==> src/rtl/control_sequencer.sv <==
// ----------------------------------------------------------------------------
// control_sequencer
//
// Hardwired control unit for the datapath. It runs the fetch (T0..T2) and
// execute (T3..T6) steps of register-register ALU instructions. Each step
// drives the datapath strobes, the register-field selects and a one-hot ALU
// operation. The opcode is read back from the datapath IR once it is valid,
// which is from T3 onward.
//
// Ports
//   clk        in   rising-edge system clock
//   reset      in   asynchronous, active-low (0 = reset)
//   run        in   level; 1 = keep fetching, 0 = stop at next boundary
//   ir         in   [31:0] IR from datapath; op = ir[31:27]
//   PCout..HIin out datapath strobes
//   Gra/Grb/Grc out select ra/rb/rc field for register decode
//   Rin/Rout   out  write / drive the selected register
//   alu_op     out  [12:0] one-hot AND,OR,ADD,SUB,MUL,DIV,SHR,SHRA,SHL,
//                   ROR,ROL,NEG,NOT (bit 0..12)
//   busy       out  high in every state except IDLE and HALT
//   done       out  one-cycle pulse in the last step of an instruction
//   halted     out  high in HALT
//   illegal    out  sticky; an undefined opcode was decoded
//   icount     out  [CNT_W-1:0] retired instructions, saturating
// ----------------------------------------------------------------------------
module control_sequencer #(
    parameter int CNT_W = 16
) (
    input  logic             clk,
    input  logic             reset,
    input  logic             run,
    input  logic [31:0]      ir,
    output logic             PCout,
    output logic             MARin,
    output logic             IncPC,
    output logic             PCin,
    output logic             Read,
    output logic             MDRin,
    output logic             MDRout,
    output logic             IRin,
    output logic             Yin,
    output logic             Zin,
    output logic             Zlowout,
    output logic             Zhighout,
    output logic             LOin,
    output logic             HIin,
    output logic             Gra,
    output logic             Grb,
    output logic             Grc,
    output logic             Rin,
    output logic             Rout,
    output logic [12:0]      alu_op,
    output logic             busy,
    output logic             done,
    output logic             halted,
    output logic             illegal,
    output logic [CNT_W-1:0] icount
);

    typedef enum logic [3:0] {
        IDLE, T0, T1, T2, T3, T4, T5, T6, HALT
    } state_t;

    state_t      state;
    state_t      next_state;

    logic [4:0]  op;
    logic [12:0] op_onehot;
    logic        is_legal;
    logic        is_nop;
    logic        is_unary;
    logic        is_binary;
    logic        is_muldiv;
    logic        ir_unused;

    assign op        = ir[31:27];
    assign ir_unused = ^ir[26:0];

    // Opcode decode. Anything not listed leaves is_legal low.
    always_comb begin
        op_onehot = '0;
        is_legal  = 1'b1;
        is_nop    = 1'b0;
        case (op)
            5'b00101: op_onehot[0]  = 1'b1;   // AND
            5'b00110: op_onehot[1]  = 1'b1;   // OR
            5'b00011: op_onehot[2]  = 1'b1;   // ADD
            5'b00100: op_onehot[3]  = 1'b1;   // SUB
            5'b01111: op_onehot[4]  = 1'b1;   // MUL
            5'b10000: op_onehot[5]  = 1'b1;   // DIV
            5'b01001: op_onehot[6]  = 1'b1;   // SHR
            5'b01010: op_onehot[7]  = 1'b1;   // SHRA
            5'b01011: op_onehot[8]  = 1'b1;   // SHL
            5'b00111: op_onehot[9]  = 1'b1;   // ROR
            5'b01000: op_onehot[10] = 1'b1;   // ROL
            5'b10001: op_onehot[11] = 1'b1;   // NEG
            5'b10010: op_onehot[12] = 1'b1;   // NOT
            5'b11010: is_nop        = 1'b1;
            5'b11011: ;                       // HALT
            default:  is_legal      = 1'b0;
        endcase
    end

    assign is_unary  = op_onehot[11] | op_onehot[12];
    assign is_muldiv = op_onehot[4] | op_onehot[5];
    assign is_binary = (|op_onehot) & ~is_unary;

    always_ff @(posedge clk or negedge reset) begin
        if (!reset) begin
            state <= IDLE;
        end else begin
            state <= next_state;
        end
    end

    // Next-state and Moore outputs. The instruction-final step chooses
    // between another fetch and IDLE, so run is only looked at there.
    always_comb begin
        next_state = state;
        PCout    = 1'b0;
        MARin    = 1'b0;
        IncPC    = 1'b0;
        PCin     = 1'b0;
        Read     = 1'b0;
        MDRin    = 1'b0;
        MDRout   = 1'b0;
        IRin     = 1'b0;
        Yin      = 1'b0;
        Zin      = 1'b0;
        Zlowout  = 1'b0;
        Zhighout = 1'b0;
        LOin     = 1'b0;
        HIin     = 1'b0;
        Gra      = 1'b0;
        Grb      = 1'b0;
        Grc      = 1'b0;
        Rin      = 1'b0;
        Rout     = 1'b0;
        alu_op   = '0;
        done     = 1'b0;
        halted   = 1'b0;
        case (state)
            IDLE: begin
                if (run) next_state = T0;
            end
            T0: begin
                PCout = 1'b1; MARin = 1'b1; IncPC = 1'b1; PCin = 1'b1;
                next_state = T1;
            end
            T1: begin
                Read = 1'b1; MDRin = 1'b1;
                next_state = T2;
            end
            T2: begin
                MDRout = 1'b1; IRin = 1'b1;
                next_state = T3;
            end
            T3: begin
                if (is_binary) begin
                    Grb = 1'b1; Rout = 1'b1; Yin = 1'b1;
                    next_state = T4;
                end else if (is_unary) begin
                    Grb = 1'b1; Rout = 1'b1; Zin = 1'b1;
                    alu_op = op_onehot;
                    next_state = T4;
                end else if (is_nop) begin
                    done = 1'b1;
                    next_state = run ? T0 : IDLE;
                end else begin
                    next_state = HALT;
                end
            end
            T4: begin
                if (is_unary) begin
                    Zlowout = 1'b1; Gra = 1'b1; Rin = 1'b1; done = 1'b1;
                    next_state = run ? T0 : IDLE;
                end else begin
                    Grc = 1'b1; Rout = 1'b1; Zin = 1'b1;
                    alu_op = op_onehot;
                    next_state = T5;
                end
            end
            T5: begin
                Zlowout = 1'b1;
                if (is_muldiv) begin
                    LOin = 1'b1;
                    next_state = T6;
                end else begin
                    Gra = 1'b1; Rin = 1'b1; done = 1'b1;
                    next_state = run ? T0 : IDLE;
                end
            end
            T6: begin
                Zhighout = 1'b1; HIin = 1'b1; done = 1'b1;
                next_state = run ? T0 : IDLE;
            end
            HALT: begin
                halted = 1'b1;
            end
            default: begin
                next_state = IDLE;
            end
        endcase
    end

    assign busy = (state != IDLE) && (state != HALT);

    // Sticky illegal flag, raised as the sequencer leaves T3 for HALT on
    // an undefined opcode.
    always_ff @(posedge clk or negedge reset) begin
        if (!reset) begin
            illegal <= 1'b0;
        end else if (state == T3 && !is_legal) begin
            illegal <= 1'b1;
        end
    end

    // Retired-instruction counter; sticks at all-ones instead of wrapping.
    always_ff @(posedge clk or negedge reset) begin
        if (!reset) begin
            icount <= '0;
        end else if (done && icount != {CNT_W{1'b1}}) begin
            icount <= icount + 1'b1;
        end
    end

endmodule
==> config.mk <==
export PLATFORM = sky130hd
export DESIGN_NAME = control_sequencer
export DESIGN_NICKNAME = d
export VERILOG_FILES = /design/src/rtl/control_sequencer.sv
export SDC_FILE = /design/constraint.sdc
export NUM_CORES = 1
export LEC_CHECK = 0
export CAP_MARGIN = 30
export CORE_ASPECT_RATIO = 0.5
export CORE_MARGIN = 2
export CORE_UTILIZATION = 41
export CTS_CLUSTER_SIZE = 20
export DETAILED_ROUTE_END_ITERATION = 10
export PLACE_DENSITY = 0.87
export SLEW_MARGIN = 10
export SYNTH_ARGS = -nofsm -noshare
export SYNTH_HDL_FRONTEND = slang
export SYNTH_SLANG_ARGS = --single-unit
==> constraint.sdc <==
create_clock -name clk -period 5.5 [get_ports clk]
set_clock_uncertainty 0.2 [all_clocks]
set_input_delay 1.65 -clock clk [delete_from_list [all_inputs] [get_ports clk]]
set_output_delay 1.65 -clock clk [all_outputs]
set_load 0.01 [all_outputs]
; ---- Word-level counts from Yosys, hierarchy flattened
; Index checks and enable logic that the tools add are counted.
[totals]
ff_bits = 21
in_bits = 35
out_inout_bits = 52
wordCells = 95
[op_classes]
addsub = 1
eq_ne = 26
mux = 51
bitwise = 5
reduce_logical = 9
[op_table]
columns = op, n
row1 = $mux 13, 3
row2 = $pmux 4 s9, 1
row3 = $mux 1, 35
row4 = $pmux 13 s2, 1
row5 = $eq 5x4->1 const B, 5
row6 = $eq 5x5->1 const B, 5
row7 = $eq 5x3->1 const B, 4
row8 = $add 16x1->16 const B, 1
row9 = $eq 4x3->1 const B, 4
row10 = $mux 4, 4
row11 = $ne 16x16->1 const B, 1
row12 = $reduce_or 15->1, 1
row13 = $reduce_or 13->1, 1
row14 = $eq 4x2->1 const B, 2
row15 = $pmux 1 s2, 4
row16 = $mux 3, 2
row17 = $eq 5x2->1 const B, 1
row18 = $eq 4x1->1 const B, 1
row19 = $eq 4x4->1 const B, 1
row20 = $logic_not 4->1, 1
row21 = $ne 4x4->1 const B, 1
row22 = $pmux 1 s4, 1
row23 = $reduce_bool 4->1, 1
row24 = $logic_and 1x1->1, 3
row25 = 6 further kinds, 8

; ---- Longest topological paths before layout
; Gate-level depths: netlist (run 1).
[logic_depth]
depth_word = 8
depth_mapped = 7
depth_no_buf = 6

; ---- Worst setup path before layout (run 1)
; Ideal clock, no wire load.
[synth_timing]
path_type = in2out
startpoint = in ir[27]
endpoint = out Rin
t_arrival_ps = 2925
setup_slack_ps = 725
cell_stages = 7
path_buffers = 2
path_cell_list = buf_2 -> xor2_1 -> nand3_1 -> o21a_1 -> nor2_1 -> and2_1 -> buf_4
[synth_between]
elab_chain_len = 5
elab_cells_between_ends = 13
classes_between = eq/ne: 4 / mux: 7 / bitwise: 2
[synth_lines]
columns = element, line_no
row1 = from (decl), 32  ; input logic [31:0] ir,
row2 = $eq 5x4->1 / $eq 5x5->1 (equally long branches), 84  ; case (op)
row3 = $mux 1, 84
row4 = $or 1x1->1 (on tied branches), "105, 104"
row5 = $mux 1 (on tied branches), --
row6 = $pmux 1 s2 *, --
row7 = to (decl), 50  ; output logic Rin,
; Mark *: on every way between the ends. The rest lies on a longest branch, timed or not.

; ---- Worst setup path after layout (run 1)
[layout_timing]
startpoint = in ir[31]
endpoint = out alu_op[2]
[layout_between]
elab_chain_len = 7
elab_cells_between_ends = 34
classes_between = eq/ne: 13 / mux: 17 / bitwise: 3 / reduce/logical: 1
[layout_lines]
columns = element, line_no
row1 = branches (longest 6 deep; another with $reduce_or 13->1), --
row2 = $pmux 13 s2 *, 142  ; case (state)
row3 = to (decl), 52  ; output logic [12:0] alu_op,
; Every way passes the cells marked *.

==> results of run 1 <==
-- cell usage after synthesis (all sizes together) --
library cell / n
nor4bb: 1
nor4: 2
o21bai: 1
nand2b: 5
a211oi: 1
o311ai: 1
o21ai: 2
mux2i: 2
mux2: 2
nor3b: 1
and3: 9
or3: 1
a21oi: 5
nor3: 13
dfrtp: 21
clkbuf: 5
or4: 1
o32a: 1
nand4b: 4
o21a: 1
a311oi: 2
xor2: 1
o31ai: 2
and2: 3
buf: 11
nand4: 5
nand2: 13
nor2: 21
nand3b: 2
nor2b: 3
ha: 1
a31oi: 5
inv: 8
or2: 1
or4b: 1
o22ai: 1
nand3: 12
xnor2: 13
-- placed cells by master, fill, tap and decap left out, types with 2 or more instances in the layout --
master	n
a21oi_1	4
a31oi_1	5
and2_1	3
and3_1	9
buf_4	19
clkbuf_8	3
clkdlybuf4s50_1	53
dfrtp_1	21
dlygate4sd2_1	2
dlymetal6s2s_1	4
inv_1	8
mux2i_1	2
nand2_1	12
nand2b_1	5
nand3_1	12
nand3b_1	2
nand4_1	5
nand4b_1	4
nor2_1	21
nor2b_1	2
nor3_1	13
nor4_1	2
o21ai_0	2
xnor2_1	13
-- path summary, 6_finish.rpt --
check / from / end / slack, ns
worst max register to register: state[1] / icount[1] / 3.06
worst min register to register: illegal / illegal / 0.28
worst max-delay path: ir[31] / alu_op[2] / 0.11
worst min-delay path: illegal / illegal / 0.28
min in group asynchronous: reset / state[0] / 1.37
max in group asynchronous: reset / icount[1] / 3.34
-- metal layers --
layer,global-route usage [%],part of all wire [%],routed length [microns],up-vias
met5,0,0,0,-
met4,8.00,0.98,43,0
met3,4.33,6.0,262,8
met2,37.2,51,2230,64
met1,23.9,42,1840,828
li1,-,-,-,781
-- registers in the layout (all words and copies together), names as in the netlist --
register	flops
icount	16
illegal	1
state	4
-- area by class of cell --
cell class                 count  area [sq um]  share of cell area [%]
timing repair buffer          79           756                    32.4
clock buffer                   3          41.3                    1.77
tap                           51          63.8                    2.74
multi-input combinational    139           908                    39.0
inverter                       8          30.0                    1.29
clock inverter                 1          5.00                   0.215
sequential                    21           526                    22.6
-- worst reg2reg max path: stages (launching register included) --
cell      delay, ns
dfrtp_1        0.65
nand2b_1       0.28
a31oi_1        0.10
buf_4          0.17
a311oi_4       0.48
nand2_2        0.14
mux2_4         0.31
-- timing repair --
action,in CTS,in global routing
resized for setup,3,8
cloned,0,0
setup endpoints to repair,4,7
hold endpoints to repair,0,0
setup buffers,0,0
-- kinds of logic after synthesis --
group | after synthesis
AO/OA/AOI/OAI | 22
buffers and inverters | 24
flip-flops | 21
adder cells (fa/ha/maj) | 1
multiplexers | 4
XOR/XNOR | 14
AND/OR/NAND/NOR | 98
-- through the flow --
step | TNS, ns | cells | util [%] | setup WS (ns)
after floorplan | 0 | 184 | - | 0.725
after global placement | -0.125 | 297 | 63.7 | -0.0651
after detailed placement | -0.228 | 297 | 63.7 | -0.106
after CTS | 0 | 301 | 65.1 | 0.0364
after global routing | 0 | 302 | 66.4 | 0.00907
final | 0 | 302 | 66.4 | 0.110
-- power breakdown --
group / switching, uW / internal [uW] / leakage [uW]
clock: 50.7 / 50.6 / 0.0000255
combinational: 178 / 181 / 0.000717
sequential: 45.8 / 179 / 0.000276
total: 275 / 411 / 0.00102
==> results_dict.tcl, run 1 <==
set metrics [dict create \
    synth-seq-area-share_pct 34.3 \
    rr_worst_depth 6 \
    clock-sinks 21 \
    antenna_found_initial 0 \
    grt_max_degree 22 \
    final_area_sq_um 2330 \
    wl_per_cell_microns 14.5 \
    min_period_ns 5.39 \
    synth_largest_area_cell "dfrtp_1" \
    grt_overflow 0 \
    crit_required_ns 3.65 \
    status "complete, no violations" \
    cp_top_family "buffers and inverters" \
    cp.arrival_ns 3.54 \
    slew_viol_final 0 \
    min_period_over_period_pct 98.0 \
    cts-root-buf "clkbuf_8" \
    worstSkewPairLatency_ns 0.27 \
    via_per_inst 5.57 \
    postSynthCellCount 184 \
    worstMarginPinSlew_ns 0.513 \
    max_stage_delay_ns 0.56 \
    synth_cell_type_count 45 \
    leakage_uw 0.00102 \
    grt_usage_pct 20.0 \
    critical_path_class "input port to output pin" \
    yosysWarnings 0 \
    firstDrtPassIters 4 \
    die_area_sq_um 4270 \
    dieHeight_microns 47.2 \
    startpoint_type "input port" \
    hold_ws_ns 0.275 \
    drtIter0Drc 52 \
    netlist_area_sq_um 1530 \
    synth.area.mux_share_pct 3.02 \
    slew_headroom_pct 65.5 \
    clk_pin_slew_worst_paths_ns 0.08 \
    synthSimpleGateAreaFrac_pct 34.0 \
    vias 1681 \
    path_cells "clkdlybuf4s50_1, nand2b_1, or4_4, nor3_1, clkdlybuf4s50_1" \
    clockBufferDepth 2 \
    total_power_uw 686 \
    dieWidth_microns 90.5 \
    cts_made_buffers 3 \
    synth_top_family_by_area "simple AND/OR/NAND/NOR gates" \
    path_buf_inv 2 \
    cts_tree "yes" \
    core_area_sq_um 3510 \
    final_net_count 288 \
    start_util_pct 43.7 \
    ant_nets 0 \
    slowest_stage "clkdlybuf4s50_1" \
    totalWireLength_microns 4380 \
    yosys-top-cells-area "dfrtp_1 (34%), xnor2_1 (7.4%), nor2_1 (5.1%)" \
    final_hold_viol_count 0 \
    synth_xor_area_share_pct 8.00 \
    htree_num_levels 1 \
    avgSynthCellArea_sq_um 8.33 \
    synth_adder_area_share_pct 0.816 \
    synth_top_area_share_pct 34.3 \
    max_freq_ghz 0.186 \
    syn_nets 220 \
    synth_compound_area_share_pct 11.8 \
    path_common_cell "clkdlybuf4s50_1" \
    hold_depth 1 \
    critPathCaptureType "output pin" \
    path_depth 5 \
    ir_drop_v 0.000197 \
    rsz0062_at_grt "false" \
    gp_routability_congestion 0.864 \
    port_buffers 59 \
    setup_viol 0 \
    diodes 0 \
    grt_pass1_vias 1512 \
    cp_max_fo 4 \
    drc 0 \
    hp-class "flip-flop to flip-flop" \
    cts_hold_buf 0 \
    ys_seq_elements 21 \
    place_area_sq_um 2240 \
    maxCapViolations 0 \
    power.density_nw_per_um2 294 \
    drive_above_1_share_pct 13.9 \
    io_pins 87 \
    dp_hpwl_microns 3340 \
    num_rows 15 \
    grt_pass1_wl_microns 6690 \
    final.fill_count 285 \
    areaGrowthSynthToFinish_pct 52.0 \
]
Power figures use the tool's default switching activity.
==> run 2, diff against run 1 <==
--- a/config.mk
+++ b/config.mk
@@ -9,9 +9,10 @@
 export CORE_ASPECT_RATIO = 0.5
 export CORE_MARGIN = 2
 export CORE_UTILIZATION = 41
+export CTS_CLUSTER_DIAMETER = 200
 export CTS_CLUSTER_SIZE = 20
 export DETAILED_ROUTE_END_ITERATION = 10
-export PLACE_DENSITY = 0.87
+export PLACE_DENSITY = 0.85
 export SLEW_MARGIN = 10
 export SYNTH_ARGS = -nofsm -noshare
 export SYNTH_HDL_FRONTEND = slang
==> results_dict.tcl, run 2 (synthesis results as in run 1) <==
set metrics [dict create \
    status "complete, no violations" \
    final_hold_viol_count 0 \
    path_buf_inv 2 \
    crit_required_ns 3.65 \
    grt_pass1_wl_microns 6370 \
    largest_register_ffs 16 \
    critPathCaptureType "output pin" \
    wl_per_cell_microns 14.3 \
    max_freq_ghz 0.185 \
    grt_overflow 0 \
    hold_ws_ns 0.275 \
    slew_headroom_pct 65.3 \
    num_rows 15 \
    grt_usage_pct 19.0 \
    vias 1620 \
    start_util_pct 43.7 \
    clockBufferDepth 2 \
    rr_worst_depth 6 \
    min_period_ns 5.42 \
    grt_pass1_vias 1361 \
    gp_routability_congestion 0.860 \
    setup_viol 0 \
    cp_top_family "buffers and inverters" \
    final_area_sq_um 2320 \
    reg_top3 "icount (16), state (4), illegal (1)" \
    rsz0062_at_grt "false" \
    worstMarginPinSlew_ns 0.516 \
    antenna_found_initial 0 \
    cp_max_fo 3 \
    final_cell_count_no_fill 302 \
    final_net_count 288 \
    layout_setup_ws_ns 0.0810 \
    slowest_stage "clkdlybuf4s50_1" \
    ant_nets 0 \
    maxCapViolations 0 \
    drive_above_1_share_pct 13.9 \
    htree_num_levels 1 \
    path_common_cell "clkdlybuf4s50_1" \
    place_area_sq_um 2240 \
    critical_path_class "input port to output pin" \
    port_buffers 59 \
    drc 0 \
    diodes 0 \
    min_to "illegal" \
    core_area_sq_um 3510 \
    leakage_uw 0.000957 \
    cts-root-buf "clkbuf_8" \
    clk_pin_slew_worst_paths_ns 0.08 \
    cts_made_buffers 3 \
    worstSkewPairLatency_ns 0.26 \
    hp-class "flip-flop to flip-flop" \
    cts_setup_buffers 0 \
    final_cell_mix "clkdlybuf4s50_1 (57), nor2_1 (21), dfrtp_1 (21)" \
    via_per_inst 5.36 \
    largest_register "icount" \
    ir_drop_v 0.000147 \
    grt_max_degree 22 \
    dieWidth_microns 90.5 \
    final.fill_count 287 \
    totalWireLength_microns 4320 \
    cts_tree "yes" \
    r2r-start "state[1]" \
    firstDrtPassIters 4 \
    dieHeight_microns 47.2 \
    io_pins 87 \
    cp.arrival_ns 3.57 \
    slew_viol_final 0 \
    place_inst 297 \
    layout_commonest_cell "clkdlybuf4s50_1" \
    min_from "illegal" \
    startpoint_type "input port" \
    die_area_sq_um 4270 \
    min_period_over_period_pct 98.5 \
    dp_hpwl_microns 3200 \
    areaGrowthSynthToFinish_pct 51.3 \
    hold_depth 1 \
    power.density_nw_per_um2 294 \
    clock-sinks 21 \
    place_ws_ns -0.0897 \
    max_stage_delay_ns 0.57 \
    drtIter0Drc 90 \
    path_cells "clkdlybuf4s50_1, or4b_4, o32a_1, nor3_1, clkdlybuf4s50_1" \
    timing.rr.end "icount[1]" \
    reg2reg_slack_ns 3.14 \
]
-- run 2: cell count changes in the layout (fill, tap and decap cells not counted), sizes merged --
cell / before / now
clkdlybuf4s50: 53 / 57
dlymetal6s2s: 4 / 1
dlygate4sd2: 2 / 1
-- run 2: cell type report --
type | count | area (sq um) | share of cell area, %
clock buffer | 3 | 41.3 | 1.78
timing repair buffer | 79 | 749 | 32.3
clock inverter | 1 | 5.00 | 0.216
inverter | 8 | 30.0 | 1.29
tap | 51 | 63.8 | 2.75
multi-input combinational | 139 | 905 | 39.0
sequential | 21 | 526 | 22.7
-- run 2: how the worst max path moves through the flow --
stage | from | to | slack (ns) | depth (start not counted)
floorplan | ir[27] | Rin | 0.72 | 7
global placement | ir[27] | LOin | -0.08 | 5
detailed placement | ir[27] | LOin | -0.09 | 5
CTS | ir[29] | done | 0.06 | 7
global route | ir[30] | done | 0.01 | 8
finish | ir[31] | LOin | 0.08 | 5
-- run 2: what timing repair did --
| action | CTS | global route |
|---|---|---|
| setup endpoints to repair | 4 | 7 |
| hold buffers | 0 | 0 |
| pin swaps | 0 | 1 |
| resized for setup | 2 | 4 |
-- run 2: per-layer routing --
| metal | share of wire (%) | track usage (%) |
|---|---|---|
| met3 | 5.0 | 2.73 |
| met1 | 44 | 24.4 |
| met5 | 0 | 0 |
| met2 | 50 | 34.5 |
| met4 | 1.6 | 7.38 |
-- run 2: metrics by stage --
step / utilization (%) / power [uW] / TNS (ns)
floorplan: - / 428 / 0
global placement: 63.7 / 568 / -0.170
detailed placement: 63.7 / 580 / -0.178
CTS: 65.1 / 680 / 0
global route: 66.1 / 724 / 0
finish: 66.1 / 683 / 0
-- run 2: where the power goes --
part	internal, uW	total, uW	switching [uW]	leakage, uW
Clock	50.5	102	51.8	0.0000255
Sequential	179	222	42.4	0.000276
Combinational	181	359	177	0.000656
